==> config.mk <==
export PLATFORM = sky130hd
export DESIGN_NAME = tcdm_bist_master_flat
export DESIGN_NICKNAME = d
export VERILOG_FILES = /design/src/rtl/tcdm_bist_master_if.sv /design/src/rtl/tcdm_bist_master.sv /design/src/flat_wrapper.sv
export SDC_FILE = /design/constraint.sdc
export NUM_CORES = 1
export LEC_CHECK = 0
export ABC_AREA = 0
export CAP_MARGIN = 20
export CORE_MARGIN = 2
export CORE_UTILIZATION = 41
export DETAILED_ROUTE_END_ITERATION = 16
export GPL_TIMING_DRIVEN = 0
export SLEW_MARGIN = 20
export SYNTH_ARGS = -nofsm -noshare
export SYNTH_HDL_FRONTEND = slang
export SYNTH_SLANG_ARGS = --single-unit
==> constraint.sdc <==
create_clock -name clk_i -period 7.6 [get_ports clk_i]
set_input_delay 1.9 -clock clk_i [delete_from_list [all_inputs] [get_ports clk_i]]
set_output_delay 1.9 -clock clk_i [all_outputs]
set_load 0.01 [all_outputs]
==> src/rtl/tcdm_bist_master_if.sv <==
// TCDM bank-port bundle: request/grant channel from the initiator plus the read-response channel.
interface tcdm_bist_master_if #(
  parameter int ADDR_WIDTH = 32
) ();
  logic                  req;
  logic                  gnt;
  logic [ADDR_WIDTH-1:0] add;
  logic                  wen;
  logic [31:0]           data;
  logic [3:0]            be;
  logic [31:0]           r_data;
  logic                  r_valid;

  modport master (output req, add, wen, data, be, input gnt, r_data, r_valid);
  modport slave  (input req, add, wen, data, be, output gnt, r_data, r_valid);
endinterface

==> src/rtl/tcdm_bist_master.sv <==
// Memory BIST initiator: writes seed^index over a word range, reads it back through a
// 2-deep expectation FIFO and reports mismatch count and first failing byte address.
module tcdm_bist_master #(
  parameter int ADDR_WIDTH = 32,
  parameter int CNT_WIDTH  = 16,
  parameter int ERR_WIDTH  = 16
) (
  input  logic                  clk_i,
  input  logic                  rst_i,
  input  logic                  start_i,
  input  logic [ADDR_WIDTH-1:0] base_addr_i,
  input  logic [CNT_WIDTH-1:0]  num_words_i,
  input  logic [31:0]           seed_i,
  output logic                  busy_o,
  output logic                  done_o,
  output logic                  error_o,
  output logic [ERR_WIDTH-1:0]  err_count_o,
  output logic [ADDR_WIDTH-1:0] first_err_addr_o,
  tcdm_bist_master_if.master    tcdm
);

  typedef enum logic [2:0] {S_IDLE, S_WRITE, S_READ, S_DRAIN, S_DONE} state_e;

  state_e                state_q, state_d;
  logic [ADDR_WIDTH-1:0] base_q, base_d;
  logic [CNT_WIDTH-1:0]  n_q, n_d;
  logic [31:0]           seed_q, seed_d;
  logic [CNT_WIDTH-1:0]  k_q, k_d;
  logic                  error_q, error_d;
  logic [ERR_WIDTH-1:0]  err_cnt_q, err_cnt_d;
  logic [ADDR_WIDTH-1:0] first_q, first_d;
  logic [1:0]            fifo_cnt_q, fifo_cnt_d;
  logic                  wr_ptr_q, wr_ptr_d;
  logic                  rd_ptr_q, rd_ptr_d;

  logic [31:0]           fifo_data_mem [2];
  logic [ADDR_WIDTH-1:0] fifo_addr_mem [2];

  logic [ADDR_WIDTH-1:0] cur_addr;
  logic [31:0]           cur_data;
  logic                  last_word, fifo_full, xfer, push, pop, mismatch;

  assign cur_addr  = base_q + (ADDR_WIDTH'(k_q) << 2);
  assign cur_data  = seed_q ^ 32'(k_q);
  assign last_word = (k_q == n_q - CNT_WIDTH'(1));
  assign fifo_full = (fifo_cnt_q == 2'd2);
  assign xfer      = tcdm.req & tcdm.gnt;
  assign push      = xfer & (state_q == S_READ);
  // Responses only count while a read phase owns the FIFO; strays are dropped.
  assign pop       = tcdm.r_valid & (fifo_cnt_q != 2'd0) &
                     ((state_q == S_READ) | (state_q == S_DRAIN));
  assign mismatch  = pop & (tcdm.r_data != fifo_data_mem[rd_ptr_q]);

  // NOTE: sequential state uses non-blocking assignments so every flop samples pre-edge values.
  always_ff @(posedge clk_i or posedge rst_i) begin
    if (rst_i) state_q <= S_IDLE;
    else       state_q <= state_d;
  end

  always_comb begin
    state_d = state_q;
    unique case (state_q)
      S_IDLE:  if (start_i) state_d = (num_words_i != '0) ? S_WRITE : S_DONE;
      S_WRITE: if (xfer && last_word) state_d = S_READ;
      S_READ:  if (xfer && last_word) state_d = S_DRAIN;
      S_DRAIN: if (fifo_cnt_d == 2'd0) state_d = S_DONE;
      S_DONE:  state_d = S_IDLE;
      default: state_d = S_IDLE;
    endcase
  end

  // NOTE: every always_comb output gets a default first so no path can infer a latch.
  always_comb begin
    base_d     = base_q;
    n_d        = n_q;
    seed_d     = seed_q;
    k_d        = k_q;
    error_d    = error_q;
    err_cnt_d  = err_cnt_q;
    first_d    = first_q;
    wr_ptr_d   = wr_ptr_q ^ push;
    rd_ptr_d   = rd_ptr_q ^ pop;
    fifo_cnt_d = fifo_cnt_q;
    unique case ({push, pop})
      2'b10:   fifo_cnt_d = fifo_cnt_q + 2'd1;
      2'b01:   fifo_cnt_d = fifo_cnt_q - 2'd1;
      default: fifo_cnt_d = fifo_cnt_q;
    endcase

    if (state_q == S_IDLE && start_i) begin
      base_d    = base_addr_i;
      n_d       = num_words_i;
      seed_d    = seed_i;
      k_d       = '0;
      error_d   = 1'b0;
      err_cnt_d = '0;
      first_d   = '0;
    end
    if (xfer) k_d = (state_q == S_WRITE && last_word) ? '0 : k_q + CNT_WIDTH'(1);

    if (mismatch) begin
      if (err_cnt_q != '1) err_cnt_d = err_cnt_q + ERR_WIDTH'(1);
      if (!error_q) begin
        error_d = 1'b1;
        first_d = fifo_addr_mem[rd_ptr_q];
      end
    end
  end

  always_ff @(posedge clk_i or posedge rst_i) begin
    if (rst_i) begin
      base_q     <= '0;
      n_q        <= '0;
      seed_q     <= '0;
      k_q        <= '0;
      error_q    <= 1'b0;
      err_cnt_q  <= '0;
      first_q    <= '0;
      fifo_cnt_q <= '0;
      wr_ptr_q   <= 1'b0;
      rd_ptr_q   <= 1'b0;
    end else begin
      base_q     <= base_d;
      n_q        <= n_d;
      seed_q     <= seed_d;
      k_q        <= k_d;
      error_q    <= error_d;
      err_cnt_q  <= err_cnt_d;
      first_q    <= first_d;
      fifo_cnt_q <= fifo_cnt_d;
      wr_ptr_q   <= wr_ptr_d;
      rd_ptr_q   <= rd_ptr_d;
    end
  end

  // NOTE: FIFO storage has no reset; the occupancy counter alone decides which entries are live.
  always_ff @(posedge clk_i) begin
    if (push) begin
      fifo_data_mem[wr_ptr_q] <= cur_data;
      fifo_addr_mem[wr_ptr_q] <= cur_addr;
    end
  end

  always_comb begin
    tcdm.req  = 1'b0;
    tcdm.wen  = 1'b1;
    tcdm.add  = '0;
    tcdm.data = '0;
    tcdm.be   = 4'hF;
    busy_o    = 1'b0;
    done_o    = 1'b0;
    unique case (state_q)
      S_WRITE: begin
        tcdm.req  = 1'b1;
        tcdm.wen  = 1'b0;
        tcdm.add  = cur_addr;
        tcdm.data = cur_data;
        busy_o    = 1'b1;
      end
      S_READ: begin
        tcdm.req = !fifo_full;
        tcdm.add = cur_addr;
        busy_o   = 1'b1;
      end
      S_DRAIN: busy_o = 1'b1;
      S_DONE:  done_o = 1'b1;
      default: ;
    endcase
  end

  assign error_o          = error_q;
  assign err_count_o      = err_cnt_q;
  assign first_err_addr_o = first_q;

endmodule

==> src/flat_wrapper.sv <==
// flat-port wrapper written by rule: the top's interface ports become plain ports
module tcdm_bist_master_flat 
#(
  parameter int ADDR_WIDTH = 32,
  parameter int CNT_WIDTH  = 16,
  parameter int ERR_WIDTH  = 16
)
  (clk_i, rst_i, start_i, base_addr_i, num_words_i, seed_i, busy_o, done_o, error_o, err_count_o, first_err_addr_o, tcdm_req, tcdm_add, tcdm_wen, tcdm_data, tcdm_be, tcdm_gnt, tcdm_r_data, tcdm_r_valid);
  tcdm_bist_master_if #(.ADDR_WIDTH(ADDR_WIDTH)) tcdm_i ();
  input  logic clk_i;
  input  logic rst_i;
  input  logic start_i;
  input  logic [ADDR_WIDTH-1:0] base_addr_i;
  input  logic [CNT_WIDTH-1:0] num_words_i;
  input  logic [31:0] seed_i;
  output logic busy_o;
  output logic done_o;
  output logic error_o;
  output logic [ERR_WIDTH-1:0] err_count_o;
  output logic [ADDR_WIDTH-1:0] first_err_addr_o;
  output wire logic [$bits(tcdm_i.req)-1:0] tcdm_req;
  output wire logic [$bits(tcdm_i.add)-1:0] tcdm_add;
  output wire logic [$bits(tcdm_i.wen)-1:0] tcdm_wen;
  output wire logic [$bits(tcdm_i.data)-1:0] tcdm_data;
  output wire logic [$bits(tcdm_i.be)-1:0] tcdm_be;
  input wire logic [$bits(tcdm_i.gnt)-1:0] tcdm_gnt;
  input wire logic [$bits(tcdm_i.r_data)-1:0] tcdm_r_data;
  input wire logic [$bits(tcdm_i.r_valid)-1:0] tcdm_r_valid;
  assign tcdm_req = tcdm_i.req;
  assign tcdm_add = tcdm_i.add;
  assign tcdm_wen = tcdm_i.wen;
  assign tcdm_data = tcdm_i.data;
  assign tcdm_be = tcdm_i.be;
  assign tcdm_i.gnt = tcdm_gnt;
  assign tcdm_i.r_data = tcdm_r_data;
  assign tcdm_i.r_valid = tcdm_r_valid;
  tcdm_bist_master #(.ADDR_WIDTH(ADDR_WIDTH), .CNT_WIDTH(CNT_WIDTH), .ERR_WIDTH(ERR_WIDTH)) u_core (.clk_i(clk_i), .rst_i(rst_i), .start_i(start_i), .base_addr_i(base_addr_i), .num_words_i(num_words_i), .seed_i(seed_i), .busy_o(busy_o), .done_o(done_o), .error_o(error_o), .err_count_o(err_count_o), .first_err_addr_o(first_err_addr_o), .tcdm(tcdm_i));
endmodule
==> metrics.md <==
| Metric | Value |
|---|---|
| Slew HR | 0.351 |
| Number of post-CTS setup repair buffers | 0 |
| Post-Syn Area | 13500 sq um |
| Leakage Power | 7.07 nW |
| Total Nets Final | 1676 |
| Worst path depth | 12 |
| Synth area leader | edfxtp_1 |
| Worst EP arrival | 4.58 ns |
| Slack of the worst reg-to-reg path | 3.75 ns |
| Antenna viol nets, final | 0 |
| Remaining DRCs | 0 |
| Setup crit start | u_core.k_q[0] |
| CTS buffer count | 31 |
| Setup ws final | 1.12 ns |
| Largest net degree at the start of global routing | 100 |
| P_int | 3.59 mW |
| Largest fanout on the critical path | 7 |
| Worst Tran Pin Value | 0.970 ns |
| Vias in the first global route | 10.2k |
| PD cells | 314 nW/um^2 |
| H-tree levels | 1 |
| I/O Buffers | 233 |
| Avg Vias per Cell | 5.15 |
| Slew Viols, Final | 0 |
| Share of layout cells above drive strength 1 | 0.0455 |
| Post-CTS Hold Fix Bufs | 0 |
| Min cycle time layout | 6.48 ns |
| Die H | 185 um |
| GRT Util Overall | 0.221 |
| Clock Sinks | 280 |
| Largest delay share family, worst path | compound AO/OA/AOI/OAI gates |
| Peak VDD IR | 233 uV |
| Flop pwr share | 0.389 |
| Most numerous cell in the Yosys netlist | nand2_1 |
| Number of cell rows | 66 |
| Final GP Congestion | 0.887 |
| Worst-skew pair later-pin latency | 0.55 ns |
| First-pass iteration count of the detailed router | 5 |
| Share of the synthesized area in the top cell type | 0.286 |
| Reg clk slew, reported paths | 0.06 ns |
| Worst Setup End Kind | output pin |
| Dpl ws | 1.75 ns |
| Logic pwr share | 0.352 |
| Most common cell on crit path | a21oi_1 |
| Max Cap Viol | 0 |
| Post-DP Area | 16500 sq um |
| Net Sw Power | 1.90 mW |
| Hold Slack | 0.487 ns |
| Routed vias | 10.3k |
| HP Class | reg2reg |
| Total gr overflow | 0 |
| RR Startpoint | u_core.rd_ptr_q |
| Synthesized flop and latch total | 280 |
| Switching portion of total power | 0.346 |
| Post-Syn Instances | 1263 |
| Buf/Inv on CP | 2 |
| Fmax | 154 MHz |
| Clock Path Buffers | 3 |
| Critical Path RT | 5.70 ns |
| Final hold vios | 0 |
| Fin area | 17400 sq um |
| Number of diodes | 0 |
| Outcome | finished, final reports clean |
| Clock share of power | 0.259 |
| Die area | 34300 sq um |
| Synth top area cells | edfxtp_1, dfrtp_1, nand2_1 |
| RSZ-0062 raised after global routing | no |
| Critical path cell sequence | ha_1, inv_1, fa_1, nor2b_1, o2111ai_1, a21oi_1, o221ai_1, a21oi_1, o21ai_0, xnor2_1, and2_1, clkdlybuf4s50_1 |
| DP Wirelength | 28.5 mm |
| Seq/Total Area, Yosys | 0.568 |
| Die W | 185 um |
| First-pass GRT wire length | 57.6 mm |
| Ports | 238 |
| Path type of the worst setup path | reg2out |
| Worst path slowest cell | a21oi_1 |
| Syn-to-layout area delta | 29.6% |
| Distinct cells, synth | 66 |
| Worst clock skew | 0.0187 ns |
| Post-CTS sizing | 0 |
| Syn avg cell area | 10.7 sq um |
| Synth cell count leaders | nand2_1, dfrtp_1, edfxtp_1 |
| Initial Util | 0.415 |
| Per-cell routed wire length | 19.0 um |
| Synth Flop Type | dfrtp_1 |
| Iter 0 DRT Violations | 721 |
| Number of synthesized flops with an enable pin | 128 |
| CTS tree | built |
| Final setup vio count | 0 |
| Crit-path max cell delay | 0.64 ns |
| Worst setup path end | tcdm_add[30] |
| Syn. warnings | 0 |
| Setup crit start kind | flop |
| Antenna violations before repair | 0 |
| Reg-to-reg endpoint | u_core.first_err_addr_o[12] |
| Post-Route WL | 38.0 mm |
| Core area | 32500 sq um |
| Reg2Reg Depth | 10 |
| Root Buffer | clkbuf_16 |
| Period utilisation layout | 0.853 |
| Async S/R FF share, synth | 0.543 |
==> cell families after synthesis <==
group / after synthesis / synth area share
simple gates: 550 / 0.195
flops: 280 / 0.568
compound gates: 144 / 0.0673
xor+xnor: 101 / 0.0657
buf+inv: 92 / 0.0277
mux: 72 / 0.0536
fa+ha+maj: 23 / 0.0219
other cells: 1 / 0.000279
==> cells in the final DEF, fill, tap and decap left out, types with 3 or more instances in the layout <==
master | Yosys | routed
and2_1 | 67 | 67
dfrtp_1 | 152 | 152
nor4_1 | 18 | 18
buf_16 | 0 | 3
clkbuf_8 | 0 | 6
and4_1 | 4 | 4
nand4_1 | 14 | 14
o2111ai_1 | 4 | 4
nor3b_1 | 3 | 3
mux2i_1 | 71 | 71
clkdlybuf4s50_1 | 0 | 233
and3_1 | 16 | 16
nand3b_1 | 3 | 3
o21ai_0 | 39 | 39
o21ai_1 | 18 | 18
nand3_1 | 51 | 51
or4_1 | 5 | 5
conb_1 | 1 | 4
edfxtp_1 | 128 | 128
xnor2_1 | 66 | 66
nor2b_1 | 5 | 5
a211oi_1 | 3 | 3
or3_1 | 6 | 6
buf_2 | 10 | 10
buf_4 | 4 | 5
o21bai_1 | 4 | 4
a21o_1 | 8 | 8
nand2b_1 | 7 | 7
nor2_1 | 45 | 45
clkbuf_1 | 52 | 66
a21oi_1 | 20 | 20
buf_1 | 5 | 5
inv_1 | 21 | 20
xor2_1 | 35 | 35
ha_1 | 22 | 20
clkbuf_16 | 0 | 32
a31oi_1 | 25 | 25
nand2_1 | 273 | 273
nor3_1 | 22 | 22
==> cell type report <==
cell class                 instances  area (sq um)
tap                              442           553
inverter                          21          86.3
timing repair buffer             237          2420
sequential                       280          7650
clock inverter                     5          26.3
fill                            2919         15000
buffer                            71           294
multi-input combinational        894          5480
clock buffer                      52           936
==> worst min path at each step <==
| stage | end | startpoint | cells after the start | slack, ns |
|---|---|---|---|---|
| 3_3_place_gp | u_core.base_q[17] | u_core.base_q[17] | 2 | 0.46 |
| 2_1_floorplan | u_core.base_q[10] | u_core.base_q[10] | 2 | 0.45 |
| 5_1_grt | u_core.fifo_data_mem[1][31] | u_core.seed_q[31] | 0 | 0.51 |
| 3_5_place_dp | u_core.base_q[17] | u_core.base_q[17] | 2 | 0.48 |
| 6_report | u_core.base_q[17] | u_core.base_q[17] | 2 | 0.49 |
| 4_1_cts | u_core.base_q[17] | u_core.base_q[17] | 2 | 0.49 |
==> power by group through the flow <==
stage	sequential [mW]	clock, mW	combinational, mW
6_report	2.13	1.42	1.93
5_1_grt	2.16	1.50	2.13
4_1_cts	2.13	1.45	1.94
3_5_place_dp	2.16	0	1.94
3_3_place_gp	2.15	0	1.90
2_1_floorplan	2.09	0	1.08
==> state kept, by name, indices dropped and copies added (netlist names) <==
register                 count
u_core.base_q               32
u_core.err_count_o          16
u_core.error_o               1
u_core.fifo_addr_mem        64
u_core.fifo_cnt_q            2
u_core.fifo_data_mem        64
u_core.first_err_addr_o     32
u_core.k_q                  16
u_core.n_q                  16
u_core.rd_ptr_q              1
u_core.seed_q               32
u_core.state_q               3
u_core.wr_ptr_q              1
==> per-stage QoR <==
stage,total power [mW],cells,TNS [ns],utilization
after floorplan,3.16,1266,0,-
after global placement,4.05,1941,-143.29,0.504
after CTS,5.53,2002,0,0.538
after detailed placement,4.10,1945,0,0.508
after global routing,5.79,2002,0,0.538
final,5.49,2002,0,0.538
==> metal layers <==
layer,track usage,part of all wire
met1,0.301,0.45
met2,0.376,0.48
met3,0.0248,0.046
met4,0.0619,0.025
met5,0,0
==> worst min-delay path, stage by stage (launching register included) <==
cell	delay [ns]
dfrtp_1	0.35
nand2_1	0.05
nand2_1	0.05
No activity file was read; power rests on OpenSTA's default activity.
